--- config.mk ---
export PLATFORM = sky130hd
export DESIGN_NAME = imem_port_arbiter
export DESIGN_NICKNAME = d
export VERILOG_FILES = /design/src/rtl/imem_port_arbiter.sv
export SDC_FILE = /design/constraint.sdc
export NUM_CORES = 1
export LEC_CHECK = 0
export ABC_CLOCK_PERIOD_IN_PS = 5900
export BUFFER_PORTS_ARGS = -buffer_cell sky130_fd_sc_hd__buf_2
export CAP_MARGIN = 10
export CORE_ASPECT_RATIO = 1.2
export CORE_MARGIN = 2
export CORE_UTILIZATION = 46
export DETAILED_ROUTE_END_ITERATION = 6
export PLACE_DENSITY = 0.83
export RECOVER_POWER = 25
export SYNTH_ARGS = -nofsm -noshare
export SYNTH_HDL_FRONTEND = slang
export SYNTH_SLANG_ARGS = --single-unit
--- constraint.sdc ---
create_clock -name clk -period 5.9 [get_ports clk]
set_input_delay 0.59 -clock clk [delete_from_list [all_inputs] [get_ports clk]]
set_output_delay 0.59 -clock clk [all_outputs]
set_load 0.01 [all_outputs]
--- src/rtl/imem_port_arbiter.sv ---
// Byte-wide memory port arbiter between instruction fetch and the memory stage.
// Data accesses are split into little-endian byte beats while fetch is stalled.
module imem_port_arbiter #(
    parameter int AW       = 32,
    parameter int FAIR_GAP = 1
) (
    input  logic          clk,
    input  logic          resetn,
    input  logic [AW-1:0] f_addr,
    output logic [7:0]    f_rdata,
    output logic          f_grant,
    input  logic          m_req,
    input  logic          m_we,
    input  logic [1:0]    m_size,
    input  logic          m_signed,
    input  logic [AW-1:0] m_addr,
    input  logic [31:0]   m_wdata,
    output logic [31:0]   m_rdata,
    output logic          m_done,
    output logic          m_busy,
    output logic [AW-1:0] mem_addr,
    output logic          mem_we,
    output logic [7:0]    mem_wdata,
    input  logic [7:0]    mem_rdata
);

    localparam int GW = (FAIR_GAP > 1) ? $clog2(FAIR_GAP) : 1;

    typedef enum logic [1:0] {
        IDLE,
        XFER,
        DONE
    } state_t;

    state_t        state_q, state_d;
    logic [1:0]    cnt_q, cnt_d;
    logic [GW-1:0] gap_q, gap_d;
    logic [AW-1:0] addr_q;
    logic [1:0]    size_q;
    logic          we_q;
    logic          signed_q;
    logic [31:0]   wdata_q;
    logic [31:0]   rdata_q, rdata_d;
    logic [31:0]   m_rdata_q, m_rdata_d;
    logic          done_q, done_d;
    logic          last_beat;
    logic [31:0]   rd_full;

    function automatic logic [31:0] extend(
        input logic [31:0] v,
        input logic [1:0]  sz,
        input logic        sg
    );
        case (sz)
            2'b00:   return {{24{sg & v[7]}}, v[7:0]};
            2'b01:   return {{16{sg & v[15]}}, v[15:0]};
            default: return v;
        endcase
    endfunction

    // Final beat index depends on access size (1, 2 or 4 beats).
    always_comb begin
        case (size_q)
            2'b00:   last_beat = (cnt_q == 2'd0);
            2'b01:   last_beat = (cnt_q == 2'd1);
            default: last_beat = (cnt_q == 2'd3);
        endcase
    end

    // Next-state and port steering; fetch owns the port outside XFER.
    always_comb begin
        state_d   = state_q;
        cnt_d     = cnt_q;
        gap_d     = gap_q;
        done_d    = 1'b0;
        rdata_d   = rdata_q;
        m_rdata_d = m_rdata_q;
        f_grant   = 1'b1;
        mem_addr  = f_addr;
        mem_we    = 1'b0;
        mem_wdata = wdata_q[{cnt_q, 3'b000} +: 8];
        rd_full   = rdata_q;
        rd_full[{cnt_q, 3'b000} +: 8] = mem_rdata;
        case (state_q)
            IDLE: begin
                if (m_req) begin
                    state_d = XFER;
                    cnt_d   = 2'd0;
                end
            end
            XFER: begin
                f_grant  = 1'b0;
                mem_addr = addr_q + AW'(cnt_q);
                mem_we   = we_q;
                cnt_d    = cnt_q + 2'd1;
                if (!we_q) begin
                    rdata_d = rd_full;
                end
                if (last_beat) begin
                    state_d = DONE;
                    gap_d   = GW'(FAIR_GAP - 1);
                    done_d  = 1'b1;
                    if (!we_q) begin
                        m_rdata_d = extend(rd_full, size_q, signed_q);
                    end
                end
            end
            DONE: begin
                if (gap_q != '0) begin
                    gap_d = gap_q - GW'(1);
                end else begin
                    state_d = IDLE;
                end
            end
            default: state_d = IDLE;
        endcase
    end

    // State, counters and load result registers.
    always_ff @(posedge clk or negedge resetn) begin
        if (!resetn) begin
            state_q   <= IDLE;
            cnt_q     <= 2'd0;
            gap_q     <= '0;
            rdata_q   <= 32'd0;
            m_rdata_q <= 32'd0;
            done_q    <= 1'b0;
        end else begin
            state_q   <= state_d;
            cnt_q     <= cnt_d;
            gap_q     <= gap_d;
            rdata_q   <= rdata_d;
            m_rdata_q <= m_rdata_d;
            done_q    <= done_d;
        end
    end

    // Capture the request attributes in the IDLE cycle that accepts it.
    always_ff @(posedge clk or negedge resetn) begin
        if (!resetn) begin
            addr_q   <= '0;
            size_q   <= 2'd0;
            we_q     <= 1'b0;
            signed_q <= 1'b0;
            wdata_q  <= 32'd0;
        end else if (state_q == IDLE && m_req) begin
            addr_q   <= m_addr;
            size_q   <= m_size;
            we_q     <= m_we;
            signed_q <= m_signed;
            wdata_q  <= m_wdata;
        end
    end

    assign f_rdata = mem_rdata;
    assign m_rdata = m_rdata_q;
    assign m_done  = done_q;
    assign m_busy  = (state_q == XFER) || (state_q == DONE);

endmodule

==> results.py <==
metrics = {
    "status": {
        "outcome": "finished with violations",
        "violations": "capacitance limit, slew limit",
    },
    "synthesis": {
        "synth_top_family_by_area": "simple AND/OR/NAND/NOR gates",
        "synth_seq_cells": 137,
        "synthAdderAreaFrac_pct": 1.721,
        "avgSynthCellArea_um2": 10.77,
        "synthSimpleGateAreaFrac_pct": 15.49,
        "mappedNetlistArea_mm2": 0.006980,
        "postSynthCellCount": 648,
        "synthMuxAreaShare_pct": 14.02,
        "synth_xor_area_share_pct": 1.506,
        "syn_nets": 768,
        "yosys_most_used_dff": "dfrtp_1",
        "synth-compound-area-share_pct": 14.30,
        "synth_edf_count": 0,
        "synth_cell_types": 51,
        "async_flop_share_pct": 100.0,
        "ys_seq_area_share_pct": 49.11,
        "synth_warnings": 0,
    },
    "timing": {
        "hold_viol": 0,
        "fmax_ghz": 0.2248,
        "finalCriticalPeriod_ns": 4.448,
        "fin_crit_sh_pct": 75.39,
        "tightest_slew_ns": 3.011,
        "rsz0062_at_grt": "no",
        "slew_headroom_pct": -100.7,
        "fin_tns_setup_ns": 0,
        "skew_ns": 0.006159,
        "finalSetupViolations": 0,
        "drv_slew": 57,
    },
    "pwr": {
        "power.leakage_nw": 3.789,
        "power_density_mw_per_mm2": 549.3,
        "irDropWorstVdd_uv": 260.5,
        "total_power_mw": 4.737,
    },
    "cts": {
        "clk_pin_slew_ns": 0.06,
        "cts_setup_buffers": 0,
        "ctsRootBufferMaster": "clkbuf_16",
        "htree_num_levels": 4,
        "cts_tree": "built",
        "cts_hold_buf": 0,
        "cts_resized": 0,
        "cts_buffers": 17,
        "cts.sinks": 137,
        "clk_latency_ns": 0.42,
        "cts_buffer_depth": 2,
    },
    "routing": {
        "vias_per_cell": 5.554,
        "drcViolationCount": 0,
        "wl_um": 17770,
        "wire_per_inst_um": 17.12,
        "dr_wl_met3_um": 1083,
        "first_pass_iters": 5,
        "met1Wirelength_um": 7146,
        "highest_layer": "met4",
        "antenna_left": 0,
        "drt_first_iter_violations": 330,
        "met2WireLength_um": 9045,
        "vias": 5765,
    },
    "finish": {
        "antenna_cells": 0,
        "nets": 943,
        "layout-drive-gt1-share_pct": 34.05,
        "fillCellCount": 1309,
        "areaGrowthSynthToFinish_pct": 23.53,
        "fin_util_pct": 57.88,
    },
    "global_route": {
        "grt_pass1_vias": 5722,
        "antenna_found_initial": 0,
        "grt_pass1_wl_um": 28620,
        "grtUsageTotal_pct": 22.88,
        "gr-total-overflow": 0,
        "grt_max_degree": 83,
    },
    "setup_path": {
        "critical_path_required_ns": 5.31,
        "r2r_cells": 8,
        "slowest_stage": "dfrtp_1",
        "slowest_delay_ns": 0.91,
        "path_cells": "ha_1, inv_1, fa_1, nand3b_2, or4b_4, or4_1, a31oi_1, buf_2",
        "path_buf_inv": 2,
        "cp_max_fo": 20,
        "critPathKind": "reg -> out",
        "start_kind": "flop",
        "cp_data_arrival_time_ns": 3.86,
        "critPathTopFamily": "simple AND/OR/NAND/NOR gates",
        "critPathCaptureType": "output pin",
        "path_depth": 8,
    },
    "placed_design": {
        "place.gp.congestion": 0.8088,
        "dp_hpwl_um": 12730,
        "numPortBuffers": 194,
    },
    "floorplan": {
        "core-area_mm2": 0.01490,
        "dieArea_mm2": 0.01618,
        "fp.dieH_um": 138.9,
        "rows": 49,
        "ios": 195,
        "start_util_pct": 46.85,
        "die_x_um": 116.5,
    },
    "min_path": {
        "hold_path.class": "in -> reg",
        "hold_path_depth": 2,
    },
    "job": {
        "maxCapViolCount": 1,
    },
}
## layer usage
layer | GRT usage [%] | up-vias
met5 | 0 | -
met2 | 38.86 | 213
met3 | 5.420 | 43
met4 | 9.962 | 0
met1 | 27.37 | 2788
li1 | - | 2721
## path summary, 6_finish.rpt
| check | startpoint | to | slack (ns) |
|---|---|---|---|
| worst max-delay path | cnt_q[0] | mem_addr[20] | 1.45 |
| worst min-delay path | m_addr[18] | addr_q[18] | 0.40 |
| worst max register to register | cnt_q[0] | m_rdata[31] | 2.69 |
| worst min register to register | m_rdata[1] | m_rdata[1] | 0.47 |
| max in group asynchronous | resetn | m_rdata[2] | 2.46 |
| min in group asynchronous | resetn | addr_q[30] | 1.16 |
## placed cells by master (no fill, tap or decap), types with 8 or more instances in the layout
cell type and instances:
nor2b_1 40, o31ai_1 14, a22oi_1 9, inv_1 12, nand2_1 47, buf_2 159
mux4_2 8, o32a_1 16, clkbuf_1 37, clkbuf_16 17, dfrtp_1 137, nand4_1 8
xor2_1 8, nor2_1 41, a31oi_1 19, buf_4 10, nand3_1 11, a21oi_1 36
or4_1 13, o21ai_0 39, mux2_2 70, o22a_1 8
## synthesized netlist by cell type (2+ instances only)
library cell    n  area, µm²
dfrtp_1       137       3428
mux2_2         70      788.3
nand2_1        48      180.2
nor2_1         41      153.9
nor2b_1        40      250.2
o21ai_0        39      195.2
a21oi_1        36      180.2
clkbuf_1       26      97.59
a31oi_1        19      118.9
o32a_1         16      160.2
o31ai_1        14      105.1
or4_1          13      97.59
inv_1          12      45.04
nand3_1        11      55.05
buf_1          10      37.54
a22oi_1         9      67.56
buf_4           9      67.56
ha_1            8      100.1
mux4_2          8      180.2
nand4_1         8      50.05
o22a_1          8      70.07
xor2_1          8      70.07
a22o_1          7      61.31
and3_1          6      37.54
or3_1           5      31.28
and2_1          4      25.02
xnor2_1         4      35.03
and4_1          3      26.28
nand2b_1        3      18.77
and4b_1         2      20.02
buf_2           2      10.01
nor3_1          2      10.01
nor4bb_1        2      20.02
## metrics by stage
stage | area [µm²] | worst slack [ns] | hold slack, ns | instances
5_1_grt | 8623 | 1.229 | 0.3847 | 1038
4_1_cts | 8673 | 1.431 | 0.1386 | 1038
3_3_place_gp | 8069 | 1.982 | 0.4534 | 1008
6_report | 8623 | 1.452 | 0.3994 | 1038
2_1_floorplan | 6980 | 2.316 | 0.2944 | 648
3_5_place_dp | 8069 | 1.896 | 0.4629 | 1008
## flip-flops by register name, summed over array words and instances (netlist names)
register  count
m_rdata      32
rdata_q      32
addr_q       32
signed_q      1
state_q       2
we_q          1
wdata_q      32
m_done        1
cnt_q         2
size_q        2
## cells by family after synthesis
group / Yosys count
flip-flops: 137
AO/OA/AOI/OAI: 153
adder cells (fa/ha/maj): 9
AND/OR/NAND/NOR: 198
buffers and inverters: 60
multiplexers: 79
XOR/XNOR: 12
## worst reg2reg max path, delay by kind of cell (launching register included)
kind	cells	cell delay [ns]
AO/OA/AOI/OAI	3	0.71
adder cells (fa/ha/maj)	1	0.50
buffers and inverters	3	0.75
flip-flops	1	0.70
AND/OR/NAND/NOR	1	0.43
## report_power, final
group | internal (mW) | switching [mW]
Combinational | 0.913 | 0.975
Clock | 0.704 | 0.384
Sequential | 1.38 | 0.381
## final cells by class
class                           instances  area [µm²]  share of cell area [%]
Clock inverter                          7       116.4                   1.349
Multi-Input combinational cell        451        3288                   38.13
Timing Repair Buffer                  204        1002                   11.62
Inverter                               12       45.04                  0.5223
Tap cell                              204       255.2                   2.960
Clock buffer                           23       488.0                   5.659
Sequential cell                       137        3428                   39.76
Power figures use the tool's default switching activity.
